===== config.mk =====
export PLATFORM = sky130hd
export DESIGN_NAME = alu_arbiter
export DESIGN_NICKNAME = d
export VERILOG_FILES = /design/src/rtl/alu_arbiter.sv
export SDC_FILE = /design/constraint.sdc
export NUM_CORES = 1
export LEC_CHECK = 0
export ABC_AREA = 1
export BUFFER_PORTS_ARGS = -buffer_cell sky130_fd_sc_hd__buf_2
export CAP_MARGIN = 20
export CORE_MARGIN = 5
export CORE_UTILIZATION = 35
export DETAILED_ROUTE_END_ITERATION = 12
export PLACE_DENSITY_LB_ADDON = 0.2
export SYNTH_ARGS = -nofsm -noshare
export SYNTH_HDL_FRONTEND = slang
export SYNTH_SLANG_ARGS = --single-unit

===== constraint.sdc =====
create_clock -name clk -period 1.75 [get_ports clk]
set_input_delay 0.0875 -clock clk [delete_from_list [all_inputs] [get_ports clk]]
set_output_delay 0.0875 -clock clk [all_outputs]
set_load 0.005 [all_outputs]

===== src/rtl/alu_arbiter.sv =====
// alu_arbiter: shares one external combinational ALU between two requesters.
// Requests win through a round-robin arbiter, pass through an issue register
// (I) that drives the ALU, and the results are captured in a result register
// (R) that is returned over a valid/ready handshake.
// Optional build macro ALU_ARB_FIXED_PRIO_EN: requester 0 always wins ties and
// the round-robin pointer is removed.
//
// Handshakes: a transfer happens on a rising edge where valid & ready are both
// high. A valid must not wait for its ready. A ready may depend on the valids.
module alu_arbiter #(
    parameter int CNT_W = 16
) (
    input  logic             clk,
    input  logic             rst_n,
    input  logic             rq0_valid,
    input  logic             rq1_valid,
    output logic             rq0_ready,
    output logic             rq1_ready,
    input  logic [31:0]      rq0_a,
    input  logic [31:0]      rq0_b,
    input  logic [31:0]      rq1_a,
    input  logic [31:0]      rq1_b,
    input  logic [2:0]       rq0_ctrl,
    input  logic [2:0]       rq1_ctrl,
    output logic             rs0_valid,
    output logic             rs1_valid,
    input  logic             rs0_ready,
    input  logic             rs1_ready,
    output logic [31:0]      rs_out,
    output logic             rs_z,
    output logic             rs_n,
    output logic             rs_err,
    output logic [31:0]      alu_a,
    output logic [31:0]      alu_b,
    output logic [2:0]       alu_control,
    input  logic [31:0]      alu_out,
    input  logic             alu_z,
    input  logic             alu_n,
    output logic [CNT_W-1:0] gnt_cnt0,
    output logic [CNT_W-1:0] gnt_cnt1
);

    // Issue register
    logic             i_valid_q, i_valid_d;
    logic             i_sel_q,   i_sel_d;
    logic [31:0]      i_a_q,     i_a_d;
    logic [31:0]      i_b_q,     i_b_d;
    logic [2:0]       i_ctrl_q,  i_ctrl_d;
    // Result register
    logic             r_valid_q, r_valid_d;
    logic             r_sel_q,   r_sel_d;
    logic [31:0]      r_out_q,   r_out_d;
    logic             r_z_q,     r_z_d;
    logic             r_n_q,     r_n_d;
    logic             r_err_q,   r_err_d;
    // Grant counters
    logic [CNT_W-1:0] cnt0_q,    cnt0_d;
    logic [CNT_W-1:0] cnt1_q,    cnt1_d;

    logic r_adv, i_adv, win0, win1, hs0, hs1, grant, illegal;

    // R frees when empty or when its owner takes the result; I frees when R does.
    assign r_adv = ~r_valid_q | (r_sel_q ? rs1_ready : rs0_ready);
    assign i_adv = ~i_valid_q | r_adv;

`ifdef ALU_ARB_FIXED_PRIO_EN
    // Requester 0 always wins when both are valid.
    assign win0 = rq0_valid;
`else
    logic last_q, last_d;
    // On a tie, the requester that did not win the last handshake goes first.
    assign win0   = rq0_valid & (~rq1_valid | last_q);
    assign last_d = grant ? hs1 : last_q;
`endif
    assign win1 = rq1_valid & ~win0;

    assign rq0_ready = win0 & i_adv;
    assign rq1_ready = win1 & i_adv;
    assign hs0       = rq0_valid & rq0_ready;
    assign hs1       = rq1_valid & rq1_ready;
    assign grant     = hs0 | hs1;

    // Codes 011, 100 and 101 are not ALU operations.
    assign illegal = (i_ctrl_q == 3'b011) | (i_ctrl_q == 3'b100) | (i_ctrl_q == 3'b101);

    // Issue register next state: load on a grant, empty when it drains with no grant.
    always_comb begin
        i_valid_d = i_valid_q;
        i_sel_d   = i_sel_q;
        i_a_d     = i_a_q;
        i_b_d     = i_b_q;
        i_ctrl_d  = i_ctrl_q;
        if (i_adv) begin
            i_valid_d = grant;
            if (grant) begin
                i_sel_d  = hs1;
                i_a_d    = hs1 ? rq1_a    : rq0_a;
                i_b_d    = hs1 ? rq1_b    : rq0_b;
                i_ctrl_d = hs1 ? rq1_ctrl : rq0_ctrl;
            end
        end
    end

    // Result register next state: capture the ALU outcome when I moves forward.
    always_comb begin
        r_valid_d = r_valid_q;
        r_sel_d   = r_sel_q;
        r_out_d   = r_out_q;
        r_z_d     = r_z_q;
        r_n_d     = r_n_q;
        r_err_d   = r_err_q;
        if (r_adv) begin
            r_valid_d = i_valid_q;
            if (i_valid_q) begin
                r_sel_d = i_sel_q;
                if (illegal) begin
                    r_out_d = 32'd0;
                    r_z_d   = 1'b1;
                    r_n_d   = 1'b0;
                    r_err_d = 1'b1;
                end else begin
                    r_out_d = alu_out;
                    r_z_d   = alu_z;
                    r_n_d   = alu_n;
                    r_err_d = 1'b0;
                end
            end
        end
    end

    // Saturating grant counters, one per requester.
    always_comb begin
        cnt0_d = cnt0_q;
        cnt1_d = cnt1_q;
        if (hs0 && (cnt0_q != '1)) cnt0_d = cnt0_q + CNT_W'(1);
        if (hs1 && (cnt1_q != '1)) cnt1_d = cnt1_q + CNT_W'(1);
    end

    // State registers with synchronous active-low reset.
    always_ff @(posedge clk) begin
        if (!rst_n) begin
            i_valid_q <= 1'b0;
            i_sel_q   <= 1'b0;
            i_a_q     <= 32'd0;
            i_b_q     <= 32'd0;
            i_ctrl_q  <= 3'd0;
            r_valid_q <= 1'b0;
            r_sel_q   <= 1'b0;
            r_out_q   <= 32'd0;
            r_z_q     <= 1'b0;
            r_n_q     <= 1'b0;
            r_err_q   <= 1'b0;
            cnt0_q    <= '0;
            cnt1_q    <= '0;
        end else begin
            i_valid_q <= i_valid_d;
            i_sel_q   <= i_sel_d;
            i_a_q     <= i_a_d;
            i_b_q     <= i_b_d;
            i_ctrl_q  <= i_ctrl_d;
            r_valid_q <= r_valid_d;
            r_sel_q   <= r_sel_d;
            r_out_q   <= r_out_d;
            r_z_q     <= r_z_d;
            r_n_q     <= r_n_d;
            r_err_q   <= r_err_d;
            cnt0_q    <= cnt0_d;
            cnt1_q    <= cnt1_d;
        end
    end

`ifndef ALU_ARB_FIXED_PRIO_EN
    // Round-robin pointer; starts at 1 so requester 0 takes the first tie.
    always_ff @(posedge clk) begin
        if (!rst_n) last_q <= 1'b1;
        else        last_q <= last_d;
    end
`endif

    assign alu_a       = i_a_q;
    assign alu_b       = i_b_q;
    assign alu_control = i_ctrl_q;
    assign rs0_valid   = r_valid_q & ~r_sel_q;
    assign rs1_valid   = r_valid_q &  r_sel_q;
    assign rs_out      = r_out_q;
    assign rs_z        = r_z_q;
    assign rs_n        = r_n_q;
    assign rs_err      = r_err_q;
    assign gnt_cnt0    = cnt0_q;
    assign gnt_cnt1    = cnt1_q;

endmodule


==> results.txt, run 1 <==
Final cycle utilization of the critical path: 0.9329. The worst setup path is launched from a flop. Counting instances, the worst hold path has a depth of 5. The depth of the worst register-to-register path came out at 6. The critical path start-end classification is reg -> out. Fill cell total of the finished layout: 1,683.

Source of the worst hold timing path: rq0_b[29]. Power comes to 9.160 mW. The total detailed-routing wirelength was 24.60 mm.

The run gives 8615 µm² as the placement-stage cell area. Summed over all instances, the cell type with the most area after synthesis is dfxtp_1. Synthesis produced 1,027 cells. Hold violation count in the final report: 0. The cell area that synthesis handed to floorplanning was 6653 µm². The worst register-to-register path ends at rs_out[21]$_SDFFE_PN0P_. The max-slew headroom at the worst pin was 0.6185; the required time of the worst setup path was 1.66 ns. The most frequent standard cell in the layout excluding fill and tap cells was nand2_1.

For the static leakage power, the log shows 5.784 nW. The region available for standard cell placement spans 18,710 µm². The run gives 1,203 as the net count after synthesis. The global-route total usage across every layer is 0.2206. The number of clock buffers inserted by TritonCTS came out at 17. Input and output buffers added on the ports amount to 311. The effective utilization at floorplan is 0.3557. The cell at the root of the clock tree is clkbuf_16.

From synthesis to final layout, the design area changed by 63.98%. In the layout the commonest cells are 318 x nand2_1, 311 x buf_2, 215 x nor2_1. The number of global-route vias before repair is 8,124.

The number of H-tree levels is 4. The run finished with clean final reports. The path with the worst hold slack has its endpoint at alu_b[29]$_SDFFE_PN0P_.

The type of the most critical hold path is in -> reg. The setup TNS is 0 ns. The share of post-route cells with drive strength above 1 works out to 0.2599.

The detail route stage leaves a number of antenna-violating nets equal to 0. Counting distinct cell types in the post-synthesis netlist gives 23. The first routing iteration left 355 violations.

In this run the register-to-register setup slack is 0.21 ns. In the routed design, unresolved DRC markers number 0. The aggregate global routing overflow was 0; the final worst hold slack was 0.01544 ns. The proportion of synthesized chip area in sequential cells is 0.4183. The register clock-pin slew on the reported worst setup and hold paths was 0.06 ns; the final-report setup violation count was 0. The mean routed wirelength per cell is 14.03 µm, and the top-level port count is 312. For the maximum buffer depth of the clock tree, the log shows 2. The logs give 0.8198 for the placer's final routability congestion estimate and 8,221 for the total vias in the final route. The insertion delay to the later sink of the worst-skew pair was 0.42 ns. From left edge to right edge, the die measures 147.9 µm.

Number of core rows: 50. After synthesis, the cell types taking the most area are dfxtp_1 42%, nand2_1 18%, nor2_1 12%. The die covers 21,860 µm².

Between clock sinks in the finished design, the worst skew comes to 0.009777 ns. The first global-routing pass estimated 39.58 mm of wire. The critical path starts at r_sel_q$_SDFFE_PN0P_. During synthesis, Yosys emitted a total of 0 warnings.

The area fraction of the dominant cell type after synthesis is 0.4183. The register bit total from synthesis is 139. The final number of max-transition violations was 0; the max-capacitance violation count was 0. The reg-to-reg critical path startpoint was alu_control[2]$_SDFFE_PN0P_.

The first TritonRoute pass finished after 5 iterations. Number of clock sinks seen by CTS: 139. The kind of capture point of the worst setup path was an output pin. Setup repair after global routing left no endpoint under its margin. Data on the critical path arrives at its endpoint at 1.55 ns. For the final instance area, the log shows 10,910 µm². Entering global routing, the biggest net connects 53 pins.

The worst path in the final design needs a cycle of 1.633 ns, including I/O delays and setup. The mean instance size in the synthesized netlist is 6.478 µm². The peak ir drop on the vdd network is 0.6218 mV, and the highest net fanout along the worst path is 16. Once detailed placement completed, the half-perimeter wirelength came to 16.04 mm. Dividing the detail-routed via count by the number of cells gives 4.690. Power density of the placed cells: 839.7 nW/µm². The run gives 2 as the number of antenna violations at the first check in global routing. TritonCTS built the clock tree.

The final net count was 1,679; the slew of the pin with the lowest slew margin was 0.5662 ns. From bottom edge to top edge, the die measures 147.9 µm. The top achievable clock speed came out at 612.5 MHz.
==> Yosys cell counts (all sizes together) <==
| master | count |
|---|---|
| xnor2 | 7 |
| nand2 | 323 |
| xor2 | 7 |
| a22oi | 33 |
| buf | 32 |
| a21oi | 33 |
| nand3 | 90 |
| dfxtp | 139 |
| inv | 97 |
| clkbuf | 22 |
| nor2 | 218 |
| nor3 | 1 |
| ha | 2 |
| nand4 | 15 |
| o21ai | 8 |
==> worst max path at each step <==
stage                                     end  cells after the start
floorplan           gnt_cnt0[15]$_SDFFE_PN0P_                      9
global placement        alu_b[3]$_SDFFE_PN0P_                      8
detailed placement    rs_out[27]$_SDFFE_PN0P_                      6
CTS                                 rq1_ready                      6
global route                        rq1_ready                      6
finish                              rq1_ready                      6
==> per-layer routing <==
layer  GRT usage  part of all wire
met1      0.2506              0.40
met5           0                 0
met3     0.06346             0.078
met2      0.3817              0.48
met4      0.1044             0.040
==> critical path: stages, from the launching register on <==
cell,delay [ns]
dfxtp_2,0.33
nand2_1,0.12
nand4_4,0.17
nand2_8,0.16
inv_4,0.06
buf_6,0.15
buf_2,0.13
==> power by group <==
part           switching, mW  internal (mW)
combinational          0.921          0.895
sequential             0.125           3.40
clock                   1.50           2.32
total                   2.55           6.61
==> area by class of cell <==
class                   count  area, µm²  share of cell area
clock buffers              18      439.2             0.04026
flip-flops and latches    139       2784              0.2552
well taps                 234      292.8             0.02684
multi-input cells         737       3243              0.2973
clock inverters            14      186.4             0.01709
inverters                  97      371.6             0.03406
repair buffers            511       3585              0.3286
diodes                      3      7.507           0.0006882
==> through the flow <==
step           setup slack [ns]  std cells  utilization
5_1_grt                 0.01197       1752       0.5831
3_5_place_dp             0.1754       1554       0.4605
3_3_place_gp             0.2051       1554       0.4605
2_1_floorplan            0.1515       1027            -
4_1_cts                 0.01912       1750       0.5821
6_report                 0.1174       1753       0.5832
==> what timing repair did <==
item                                    in CTS  in global routing
endpoints found under the setup margin       1                  1
hold buffers                               164                  0
hold endpoints to repair                   101                  0
setup buffers                                0                  0
resized for setup                            2                  3
==> sequential cells by signal (all words and copies together) (netlist names) <==
| register | flops |
|---|---|
| alu_a | 32 |
| alu_b | 32 |
| rs_out | 32 |
| gnt_cnt0 | 16 |
| gnt_cnt1 | 16 |
| alu_control | 3 |
| i_sel_q | 1 |
| i_valid_q | 1 |
| last_q | 1 |
| r_sel_q | 1 |
| r_valid_q | 1 |
| rs_err | 1 |
| rs_n | 1 |
| rs_z | 1 |
==> cells by family (layout without fill, tap and decap cells) <==
group,Yosys count,in the layout,synth area share
other,0,3,0
AO/OA/AOI/OAI,74,74,0.06808
adder cells (fa/ha/maj),2,2,0.003761
XOR/XNOR,14,14,0.01843
AND/OR/NAND/NOR,647,647,0.3953
buffers and inverters,151,640,0.09611
flip-flops,139,139,0.4183
Power figures use the tool's default switching activity.
==> run 2, diff against run 1 <==
- BUFFER_PORTS_ARGS: -buffer_cell sky130_fd_sc_hd__buf_2 -> -buffer_cell sky130_fd_sc_hd__buf_4
==> results.txt, run 2 (synthesized netlist as in run 1, its figures left out) <==
The number of DRC violations after detailed routing is 0, and the effective utilization at floorplan is 0.3557. The static leakage power was 5.952 nW. After routing, the total negative slack on setup checks comes to 0 ns. Clock-pin slew was measured on the worst setup and hold paths at 0.06 ns. Based on the critical path, the design can be clocked at up to 609.1 MHz.

The first-pass iteration count of the detailed router was 5; the mean routed wirelength per cell was 14.38 µm. The final cycle utilization of the critical path came out at 0.9381. The worst-case IR drop observed on VDD is 0.6759 mV. The setup path with the least slack is of type reg -> out. The arrival time at the worst endpoint is 1.55 ns. The library cell used most frequently in the layout, excluding fill and tap cells, is buf_4. The final-report setup violation count was 0; the max-capacitance violation count was 0. Entering global routing, the biggest net connects 62 pins. The core region is 18,710 µm². In the layout the commonest cells are 337 x buf_4, 318 x nand2_1, 215 x nor2_1. The share of post-route cells with drive strength above 1 is 0.2591, and the max-slew headroom at the worst pin is 0.5492. The number of core rows was 50; the top-level port count was 312. The root buffer cell chosen for the clock tree is clkbuf_16.

The number of H-tree levels came out at 4. The area growth from synthesis to layout is 75.44%. Summing all placed instances gives a cell area of 9373 µm². Setup repair after global routing left no endpoint under its margin.

The tools report the final HPWL from detailed placement as 16.56 mm. After layout, the minimum clock period comes to 1.642 ns. Counting the buffers created by CTS gives 17. The clock drives 139 sinks. The first global-routing pass estimated 40.10 mm of wire. For the global-route total usage across every layer, the log shows 0.2244.

The aggregate global routing overflow was 0. X dimension of the die: 147.9 µm. The tools report the hold violation count in the final report as 0. The final worst clock skew is 0.01324 ns. The count of buffers added on input and output ports is 311. The worst setup path is launched from a flop. The die covers 21,860 µm². In this run the worst path has a maximum fanout of 16. The kind of capture point of the worst setup path was an output pin.

The insertion delay to the later sink of the worst-skew pair came out at 0.42 ns. Post-CTS timing repair inserted 0 buffers for setup. TritonCTS built the clock tree.

Number of global-route vias before repair: 8,129. The final layout contains routed wiring with a total length of 25.17 mm. The first-iteration detailed-routing DRC count came out at 421. The run finished with clean final reports. Maximum buffer depth of the clock tree: 2. Type of the most critical hold path: in -> reg.

Measured along the y axis, the die boundary spans 147.9 µm. For the pin with the worst max-slew slack, the measured transition is 0.6691 ns. The congestion estimate from routability-driven global placement came to 0.8259. With fillers left out, the area of the finished cells amounts to 11,670 µm². The tools report the number of antenna violations at the first check in global routing as 0.

For this design the ratio of total power to cell area is 799.7 nW/µm². After the last flow step, the layout net total stands at 1,680. The number of antenna diodes in the final layout is 0.

STA puts the critical path data required time at 1.66 ns. Summing over every cut layer, the via total after detailed routing is 8,305. The residual antenna-violating net count after detailed routing came out at 0.

After detailed routing, the number of vias per cell comes to 4.743. The tools report the final number of max-transition violations as 0.
run 2: changes by cell type in the layout (fill, tap and decap cells not counted), sizes merged:
cell,delta
buf,-1
bufinv,-1
clkinv,-2
clkbuf,+2
diode,-3
inv,+1
dlygate4sd3,+2
run 2: worst max-delay path, cell delays in order (launching register included):
cell	delay (ns)
dfxtp_1	0.38
inv_2	0.06
nand2_2	0.08
nand4_4	0.11
nand2_4	0.15
inv_4	0.07
buf_8	0.15
buf_4	0.14
run 2: worst paths after layout:
check	from	endpoint	slack, ns	cells after the start
worst max-delay path	r_sel_q$_SDFFE_PN0P_	rq1_ready	0.11	7
worst min-delay path	rq0_b[26]	alu_b[26]$_SDFFE_PN0P_	0.02	5
worst max register to register	r_sel_q$_SDFFE_PN0P_	alu_a[6]$_SDFFE_PN0P_	0.13	8
worst min register to register	i_sel_q$_SDFFE_PN0P_	i_sel_q$_SDFFE_PN0P_	0.48	2
run 2: timing repair:
action                                  4_1_cts  5_1_grt
endpoints found under the setup margin        1       15
hold buffers                                166        0
hold endpoints to repair                    109        0
resized for setup                             1        5
run 2: metrics by stage:
stage	cells	worst slack (ns)	power, mW	util	hold WS [ns]
6_report	1751	0.1083	9.334	0.6239	0.02482
5_1_grt	1751	0.005066	9.827	0.6239	0.03589
4_1_cts	1751	0.04030	9.401	0.6231	0.0008272
3_5_place_dp	1553	0.1052	5.315	0.5011	0.3322
3_3_place_gp	1553	0.1556	5.300	0.5011	0.3235
2_1_floorplan	1027	0.1515	4.392	-	0.2259
run 2: layer usage:
layer / share of wire / up-vias / track usage
met1: 0.39 / 3716 / 0.2526
met3: 0.080 / 80 / 0.06959
li1: - / 4150 / -
met5: 0 / - / 0
met4: 0.048 / 0 / 0.1229
met2: 0.48 / 359 / 0.3792
run 2: final cells by class:
class / instances / area [µm²]
tap: 234 / 292.8
timing repair buffer: 512 / 4367
multi-input combinational: 737 / 3238
fill: 1551 / 7034
clock buffer: 20 / 466.7
inverter: 97 / 371.6
clock inverter: 12 / 151.4
sequential: 139 / 2784
run 2: power by group:
part	switching [mW]	total, mW	internal [mW]
logic	0.941	2.05	1.10
clock network	1.49	3.75	2.26
registers	0.140	3.54	3.40
total	2.57	9.33	6.76
